**src/rtl/fetch_ctrl_if.sv**
```systemverilog
// Instruction-memory bus: single-outstanding request/grant/response.
// The master modport is the fetch sequencer; the slave modport is the memory.
interface fetch_ctrl_if;
    logic        imem_req;
    logic [31:0] imem_addr;
    logic        imem_gnt;
    logic        imem_rvalid;
    logic [31:0] imem_rdata;

    modport master (
        output imem_req,
        output imem_addr,
        input  imem_gnt,
        input  imem_rvalid,
        input  imem_rdata
    );

    modport slave (
        input  imem_req,
        input  imem_addr,
        output imem_gnt,
        output imem_rvalid,
        output imem_rdata
    );
endinterface

```
**src/rtl/fetch_ctrl.sv**
```systemverilog
// Instruction-fetch sequencer: owns the PC, issues one outstanding fetch at a
// time, holds the fetched word in a one-entry valid/ready register for decode,
// and applies exception/redirect with squash of in-flight fetches.
// Optional macro FETCH_CTRL_PERF_EN adds perf_fetched / perf_squashed counters.
module fetch_ctrl #(
    parameter logic [31:0] RESET_VEC = 32'h0000_0000,
    parameter logic [31:0] EXC_VEC   = 32'h8000_0180
) (
    input  logic                clk,
    input  logic                rst,
    fetch_ctrl_if.master        imem,
    output logic                if_valid,
    output logic [31:0]         if_instr,
    output logic [31:0]         if_pc,
    input  logic                if_ready,
    input  logic                redirect,
    input  logic [31:0]         redirect_pc,
    input  logic                exc,
`ifdef FETCH_CTRL_PERF_EN
    output logic [31:0]         perf_fetched,
    output logic [31:0]         perf_squashed,
`endif
    output logic [31:0]         pc
);

    typedef enum logic [2:0] {IDLE, REQ, WAIT, HOLD, DRAIN} state_t;

    state_t      state_q, state_d;
    logic [31:0] pc_q, pc_d;
    logic        capture;
    logic        flush;
    logic [31:0] flush_pc;

    // Exception wins over redirect; targets are forced word-aligned.
    assign flush    = exc | redirect;
    assign flush_pc = exc ? EXC_VEC : (redirect_pc & 32'hFFFF_FFFC);

    assign imem.imem_req  = (state_q == REQ);
    assign imem.imem_addr = pc_q;
    assign pc             = pc_q;
    // The output register holds a valid word exactly while parked in HOLD.
    assign if_valid       = (state_q == HOLD);

    // Next-state and next-PC selection.
    always_comb begin
        // NOTE: every signal gets a default first so no path leaves it unassigned (no latch).
        state_d = state_q;
        pc_d    = pc_q;
        capture = 1'b0;
        case (state_q)
            IDLE: begin
                if (flush) begin
                    pc_d = flush_pc;
                end else begin
                    state_d = REQ;
                end
            end
            REQ: begin
                if (flush) begin
                    pc_d    = flush_pc;
                    // A granted request leaves a response in flight that must be drained.
                    state_d = imem.imem_gnt ? DRAIN : IDLE;
                end else if (imem.imem_gnt) begin
                    state_d = WAIT;
                end
            end
            WAIT: begin
                if (flush) begin
                    pc_d    = flush_pc;
                    state_d = imem.imem_rvalid ? IDLE : DRAIN;
                end else if (imem.imem_rvalid) begin
                    capture = 1'b1;
                    pc_d    = pc_q + 32'd4;
                    state_d = HOLD;
                end
            end
            HOLD: begin
                if (flush) begin
                    pc_d    = flush_pc;
                    state_d = IDLE;
                end else if (if_ready) begin
                    state_d = REQ;
                end
            end
            DRAIN: begin
                if (flush) begin
                    pc_d = flush_pc;
                end
                if (imem.imem_rvalid) begin
                    state_d = IDLE;
                end
            end
            default: begin
                state_d = IDLE;
            end
        endcase
    end

    // State, PC and output-register update.
    always_ff @(posedge clk or negedge rst) begin
        if (!rst) begin
            state_q  <= IDLE;
            pc_q     <= RESET_VEC;
            if_instr <= 32'h0;
            if_pc    <= 32'h0;
        end else begin
            // NOTE: sequential state uses non-blocking assignments so every flop samples pre-edge values.
            state_q <= state_d;
            pc_q    <= pc_d;
            if (capture) begin
                if_instr <= imem.imem_rdata;
                if_pc    <= pc_q;
            end
        end
    end

`ifdef FETCH_CTRL_PERF_EN
    logic fire;
    logic squash;

    assign fire   = if_valid && if_ready;
    // A squash discards something only when a valid word or a not-yet-drained
    // response exists; a flush in DRAIN re-targets an already-discarded fetch.
    assign squash = flush && ((state_q == HOLD) || (state_q == WAIT) ||
                              ((state_q == REQ) && imem.imem_gnt));

    // Performance counters, wrapping modulo 2^32.
    always_ff @(posedge clk or negedge rst) begin
        if (!rst) begin
            perf_fetched  <= 32'h0;
            perf_squashed <= 32'h0;
        end else begin
            if (fire) begin
                perf_fetched <= perf_fetched + 32'd1;
            end
            if (squash) begin
                perf_squashed <= perf_squashed + 32'd1;
            end
        end
    end
`endif

endmodule

```
**src/flat_wrapper.sv**
```systemverilog
// flat-port wrapper written by rule: the top's interface ports become plain ports
module fetch_ctrl_flat 
#(
    parameter logic [31:0] RESET_VEC = 32'h0000_0000,
    parameter logic [31:0] EXC_VEC   = 32'h8000_0180
)
  (clk, rst, if_valid, if_instr, if_pc, if_ready, redirect, redirect_pc, exc, pc, imem_imem_req, imem_imem_addr, imem_imem_gnt, imem_imem_rvalid, imem_imem_rdata);
  fetch_ctrl_if imem_i ();
  input  logic clk;
  input  logic rst;
  output logic if_valid;
  output logic [31:0] if_instr;
  output logic [31:0] if_pc;
  input  logic if_ready;
  input  logic redirect;
  input  logic [31:0] redirect_pc;
  input  logic exc;
  output logic [31:0] pc;
  output wire logic [$bits(imem_i.imem_req)-1:0] imem_imem_req;
  output wire logic [$bits(imem_i.imem_addr)-1:0] imem_imem_addr;
  input wire logic [$bits(imem_i.imem_gnt)-1:0] imem_imem_gnt;
  input wire logic [$bits(imem_i.imem_rvalid)-1:0] imem_imem_rvalid;
  input wire logic [$bits(imem_i.imem_rdata)-1:0] imem_imem_rdata;
  assign imem_imem_req = imem_i.imem_req;
  assign imem_imem_addr = imem_i.imem_addr;
  assign imem_i.imem_gnt = imem_imem_gnt;
  assign imem_i.imem_rvalid = imem_imem_rvalid;
  assign imem_i.imem_rdata = imem_imem_rdata;
  fetch_ctrl #(.RESET_VEC(RESET_VEC), .EXC_VEC(EXC_VEC)) u_core (.clk(clk), .rst(rst), .imem(imem_i), .if_valid(if_valid), .if_instr(if_instr), .if_pc(if_pc), .if_ready(if_ready), .redirect(redirect), .redirect_pc(redirect_pc), .exc(exc), .pc(pc));
endmodule
```
**config.mk**
```make
export PLATFORM = sky130hd
export DESIGN_NAME = fetch_ctrl_flat
export DESIGN_NICKNAME = d
export VERILOG_FILES = /design/src/rtl/fetch_ctrl_if.sv /design/src/rtl/fetch_ctrl.sv /design/src/flat_wrapper.sv
export SDC_FILE = /design/constraint.sdc
export NUM_CORES = 1
export LEC_CHECK = 0
export CAP_MARGIN = 40
export CORE_AREA = 8 8 121 123
export DETAILED_ROUTE_END_ITERATION = 6
export DIE_AREA = 0 0 129 131
export GPL_TIMING_DRIVEN = 0
export PLACE_DENSITY_LB_ADDON = 0.25
export SLEW_MARGIN = 20
export SYNTH_ARGS = -nofsm -noshare
export SYNTH_HDL_FRONTEND = slang
export SYNTH_SLANG_ARGS = --single-unit
```
**constraint.sdc**
```tcl
create_clock -name clk -period 2 [get_ports clk]
set_clock_uncertainty 0.15 [all_clocks]
set_input_delay 0.4 -clock clk [delete_from_list [all_inputs] [get_ports clk]]
set_output_delay 0.4 -clock clk [all_outputs]
set_load 0.01 [all_outputs]
```
== Word level (Yosys, flattened, before mapping) ==
Index checks and enable logic that the tools add are counted.

* Bits in registers: 99
* Output and inout port bits: 130

* Add/subtract/negate cells: 1
* Equality and inequality tests: 10
* Multiplexer cells: 19
* Bitwise operators: 1
* Reductions and logical operators: 5

{| class="wikitable"
|+ Operator list
! operator !! count
|-
| $mux W32 || 4
|-
| $pmux W32 S2 || 1
|-
| $add A32 B3 Y32 const B || 1
|-
| $mux W3 || 10
|-
| $pmux W3 S5 || 1
|-
| $eq A3 B2 Y1 const B || 2
|-
| $ne A3 B1 Y1 const B || 2
|-
| $reduce_and A5 Y1 || 1
|-
| $ne A2 B2 Y1 const B || 2
|-
| $reduce_or A4 Y1 || 1
|-
| $eq A3 B1 Y1 const B || 1
|-
| $eq A3 B3 Y1 const B || 1
|-
| $logic_not A3 Y1 || 1
|-
| $mux W1 || 3
|-
| $ne A3 B2 Y1 const B || 1
|-
| $reduce_and A3 Y1 || 1
|-
| $ne A2 B1 Y1 const B || 1
|-
| $reduce_bool A2 Y1 || 1
|-
| $or A1 B1 Y1 || 1
|}

== Longest topological paths before layout ==
* Word-level depth: 4
* Mapped depth: 7
* Gate-level depth less buffers: 6

== Worst setup path before layout ==
OpenSTA, ideal clock, no wires.

* Kind: register -> register
* Start point: register u_core.pc_q[2] (netlist: u_core.imem.imem_addr[2])
* End point: register u_core.pc_q[28] (netlist: u_core.imem.imem_addr[28])
* Setup time: 0.126 ns
* Arrival: 1.821 ns
* Required time: 1.724 ns
* Slack: -0.097 ns
* Cell stages (with the launch flop): 7
* Buffers on the path: 0
* Period minus slack after synthesis: 2.097 ns
* Path through: dfrtp_1 -> ha_1 -> nand3_1 -> nor3_2 -> nand3_1 -> mux2i_1 -> a221o_1

* Cells in the longest elaborated chain, start to end: 4

{| class="wikitable"
|+ Ends and longest elaborated chain
! element !! RTL line !! RTL
|-
| start: declaration || fetch_ctrl.sv:29 || <nowiki>logic [31:0] pc_q, pc_d;</nowiki>
|-
| start signal: assignment || fetch_ctrl.sv:109 || <nowiki>pc_q <= pc_d;</nowiki>
|-
| $add A32 B3 Y32 || fetch_ctrl.sv:73 || <nowiki>pc_d = pc_q + 32'd4;</nowiki>
|-
| $mux W32 || fetch_ctrl.sv:71 || <nowiki>end else if (imem.imem_rvalid) begin</nowiki>
|-
| $mux W32 || fetch_ctrl.sv:68 || <nowiki>if (flush) begin</nowiki>
|-
| $pmux W32 S2 || fetch_ctrl.sv:50 || <nowiki>case (state_q)</nowiki>
|}

No other way between the ends. The select of a mux whose other input is x is not followed.
A chain may end at the register's enable or synchronous reset.

== Worst setup path in the final report ==
* Start point: register u_core.pc_q[5] (netlist: u_core.imem.imem_addr[5])
* End point: register u_core.pc_q[31] (netlist: u_core.imem.imem_addr[31])

Same word-level chain as after synthesis.

==> PnR_summary.wiki <==
{| class="wikitable"
! Metric !! Value
|-
| DRC Markers || 0
|-
| Post-route minimum period || 2010 ps
|-
| Antenna diodes || 0
|-
| Rel. slew slack || 63.9%
|-
| Via density per instance || 5.12
|-
| F_max || 497 MHz
|-
| Post-DR wirelength/cell || 17.2 um
|-
| All-Layer GR Usage || 20.2%
|-
| Die X-Extent || 129 um
|-
| Clock sink total || 95
|-
| Core area || 12900 um^2
|-
| Worst setup timing slack at the placement stage || -742 ps
|-
| Most frequent CP cell || sky130_fd_sc_hd__buf_6
|-
| Maximum vdd drop || 0.000403 V
|-
| Avg Cell Area, Syn || 8.32 um^2
|-
| Number of antenna violations at the first check in global routing || 0
|-
| Worst hold path type || register to register
|-
| Kind of end point of the critical path || register
|-
| CP arrival || 2090 ps
|-
| Starting density of the core || 37.5%
|-
| Number of instances in the synthesized netlist || 580
|-
| Clock input transition at the sequential cells of the worst setup and hold paths || 70 ps
|-
| Leading area contributor after synthesis || sky130_fd_sc_hd__dfrtp_1
|-
| Startpoint types || register
|-
| Result of the run || finished with violations
|-
| Slew at the pin closest to its max-slew limit || 541 ps
|-
| Number of nets in the final layout || 924
|-
| Worst-case clock buffer depth || 2
|-
| Fill cell total of the finished layout || 1088
|-
| Placer's final routability congestion estimate || 0.808
|-
| Proportion of layout cells with a drive suffix above 1 || 23.2%
|-
| Sequential element share of the synthesized area || 49.3%
|-
| Largest net degree at the start of global routing || 69
|-
| Required time reported for the critical path endpoint || 2070 ps
|-
| Number of buffers created by CTS || 9
|-
| Number of global-route vias before repair || 5159
|-
| Number of distinct library cell variants in the gate-level netlist after synthesis || 47
|-
| EDFF count, synth || 0
|-
| Area of the die || 16900 um^2
|-
| Final Hold Viols || 0
|-
| Total design power || 5.42 mW
|-
| Overall via count from detail_route || 5286
|-
| Area share of the largest cell type after synthesis || 49.3%
|-
| Drt initial violations || 330
|-
| RSZ-0062 raised after global routing || true
|-
| Level count of the clock H-tree || 3
|-
| Die H || 131 um
|-
| Max_cap viols || 0
|-
| 1st-pass router iterations || 5
|-
| Final Max Slew Viols || 0
|-
| Pwr dens || 665 nW/um^2
|-
| Ys Warns || 0
|-
| Library cell contributing the largest single delay on the critical path || sky130_fd_sc_hd__dfrtp_2
|-
| Num ports || 201
|-
| Setup violation total in the final timing report || 3
|-
| Final cycle utilization of the critical path || 101%
|-
| LEAKAGE || 3.93 nW
|-
| Dominant delay contributor by cell family on the critical path || simple AND/OR/NAND/NOR gates
|-
| TritonCTS clock tree || done
|-
| Total buffers and inverters traversed by the critical path || 3
|-
| Most used DFF post-synth || sky130_fd_sc_hd__dfrtp_1
|-
| Row Count || 42
|-
| Clock latency on the worst-skew pair || 350 ps
|-
| Master cell of the clock root buffer || sky130_fd_sc_hd__clkbuf_16
|-
| Crit path largest cell delay || 430 ps
|-
| Crit-path max FO || 6
|-
| Post-layout worst setup margin || -12.3 ps
|-
| HPWL after DPL || 12.2 mm
|-
| Layout overhead on the synthesized area || 68.7%
|-
| Largest cells by area after synthesis || sky130_fd_sc_hd__dfrtp_1, sky130_fd_sc_hd__nand2_1, sky130_fd_sc_hd__buf_4
|-
| Port Buf Inserts || 191
|-
| Flop and latch count out of synthesis || 95
|-
| Type of the worst setup path || register to register
|-
| Fraction of synthesis flops using an asynchronous set or reset pin || 100%
|-
| Cell chain of the critical path || buf_6 > nand4_1 > buf_6 > buf_6 > nor4_4 > a21oi_1 > or3_1
|-
| Leftover overflow at the end of global routing || 0
|-
| Remaining antenna violation count after routing || 0
|-
| First-pass GRT wire length || 26.6 mm
|-
| Violated checks || setup timing
|-
| Wire length after detailed routing || 17.8 mm
|-
| Cell area after technology mapping || 4820 um^2
|}
## routing by layer
layer | part of all wire [%] | wire length (um) | global-route usage [%] | vias up
li1 | - | - | - | 2471
met1 | 39 | 6890 | 23.7 | 2521
met2 | 50 | 8840 | 33.6 | 257
met3 | 8.6 | 1540 | 5.68 | 37
met4 | 3.1 | 549 | 9.81 | 0
met5 | 0 | 0 | 0 | -
## cell type report
| cell class | instances | area, um^2 | area share [%] |
|---|---|---|---|
| sequential | 95 | 2410 | 29.6 |
| buffer | 66 | 460 | 5.66 |
| clock inverter | 3 | 65.1 | 0.800 |
| clock buffer | 13 | 260 | 3.20 |
| inverter | 2 | 7.51 | 0.0923 |
| multi-input combinational | 419 | 2240 | 27.6 |
| timing repair buffer | 259 | 2470 | 30.4 |
| tap | 176 | 220 | 2.71 |
## tightest hold or removal path: stages, from the launching register on
cell and delay (ps):
sky130_fd_sc_hd__dfrtp_1 340, sky130_fd_sc_hd__nand2_1 50, sky130_fd_sc_hd__nand2_1 60
## metrics by stage
stage | hold WS (ps) | util, % | TNS (ps) | cells | cell area [um^2]
after floorplan | -45.6 | - | -18.4 | 585 | 4860
after global placement | 308 | 54.3 | -369710 | 952 | 6990
after detailed placement | 139 | 54.5 | -58030 | 953 | 7020
after CTS | 327 | 61.0 | -16.9 | 1012 | 7850
after global routing | 344 | 63.2 | -456 | 1033 | 8140
final | 323 | 63.2 | -19.5 | 1033 | 8140
## synth_stat cells, types with 5 or more instances
cell,instances
sky130_fd_sc_hd__a31oi_1,6
sky130_fd_sc_hd__nand4_1,9
sky130_fd_sc_hd__o21ai_0,43
sky130_fd_sc_hd__clkbuf_1,22
sky130_fd_sc_hd__buf_2,10
sky130_fd_sc_hd__nor4_1,7
sky130_fd_sc_hd__nor2_1,30
sky130_fd_sc_hd__dfrtp_1,95
sky130_fd_sc_hd__buf_4,36
sky130_fd_sc_hd__o31a_1,7
sky130_fd_sc_hd__and3_1,6
sky130_fd_sc_hd__nand3_1,21
sky130_fd_sc_hd__a32oi_1,5
sky130_fd_sc_hd__nor3_1,7
sky130_fd_sc_hd__nand2_1,205
sky130_fd_sc_hd__a21oi_1,16
## final timing paths
path	from	end	slack, ps	cells past startpoint
setup / recovery	u_core.imem.imem_addr[5]$_DFFE_PN0P_	u_core.imem.imem_addr[31]$_DFFE_PN0P_	-10	7
hold / removal	u_core.if_instr[23]$_DFFE_PN0P_	u_core.if_instr[23]$_DFFE_PN0P_	320	2
setup reg to reg	u_core.imem.imem_addr[5]$_DFFE_PN0P_	u_core.imem.imem_addr[31]$_DFFE_PN0P_	-10	7
hold reg to reg	u_core.if_instr[23]$_DFFE_PN0P_	u_core.if_instr[23]$_DFFE_PN0P_	320	2
max in group asynchronous	rst	u_core.imem.imem_addr[11]$_DFFE_PN0P_	710	3
min in group asynchronous	rst	u_core.if_instr[3]$_DFFE_PN0P_	340	2
## power by group
part | leakage, nW | internal, mW | switching [mW]
sequential | 1.24 | 2.07 | 0.144
clock | 0.160 | 1.16 | 0.728
combinational | 2.53 | 0.761 | 0.546
## sequential cells by signal, summed over array words and instances (netlist names)
name,cells
u_core.imem.imem_addr,30
u_core.state_q,3
u_core.if_pc,30
u_core.if_instr,32
## cells by family after synthesis
group / share of synthesized area (%)
and+or+nand+nor: 28.3
other: 0.0777
buffers and inverters: 8.61
xor gates and xnor gates: 0.182
adders and majority gates: 0.259
DFF: 49.3
AOI/OAI and AO/OA: 12.2
muxes: 1.09
## cells in the final DEF (no fill, tap or decap), types with 4 or more instances in the layout
master,netlist,final
sky130_fd_sc_hd__clkbuf_4,0,5
sky130_fd_sc_hd__o21ai_1,4,10
sky130_fd_sc_hd__nand3_1,21,16
sky130_fd_sc_hd__nand4_1,9,9
sky130_fd_sc_hd__buf_2,10,4
sky130_fd_sc_hd__dlygate4sd2_1,0,7
sky130_fd_sc_hd__dlymetal6s2s_1,0,5
sky130_fd_sc_hd__buf_6,0,11
sky130_fd_sc_hd__o211ai_1,4,4
sky130_fd_sc_hd__clkbuf_1,22,5
sky130_fd_sc_hd__dfrtp_1,95,70
sky130_fd_sc_hd__nor3_1,7,4
sky130_fd_sc_hd__a21oi_1,16,16
sky130_fd_sc_hd__dfrtp_2,0,25
sky130_fd_sc_hd__a32oi_1,5,5
sky130_fd_sc_hd__conb_1,1,6
sky130_fd_sc_hd__nor2_1,30,28
sky130_fd_sc_hd__clkbuf_16,0,9
sky130_fd_sc_hd__nand2_1,205,205
sky130_fd_sc_hd__clkbuf_2,1,10
sky130_fd_sc_hd__o31a_1,7,7
sky130_fd_sc_hd__clkdlybuf4s50_1,0,176
sky130_fd_sc_hd__a31oi_1,6,6
sky130_fd_sc_hd__nor4_4,1,6
sky130_fd_sc_hd__o21ai_0,43,37
sky130_fd_sc_hd__buf_4,36,102
sky130_fd_sc_hd__and3_1,6,6
## repair_timing
action                     CTS  global route
resized for setup           69            57
buffers inserted            44            22
hold buffers                 1             0
pin swaps                    7            10
setup endpoints to repair  131            95
hold endpoints to repair    27             0
No activity file was read; power rests on OpenSTA's default activity.
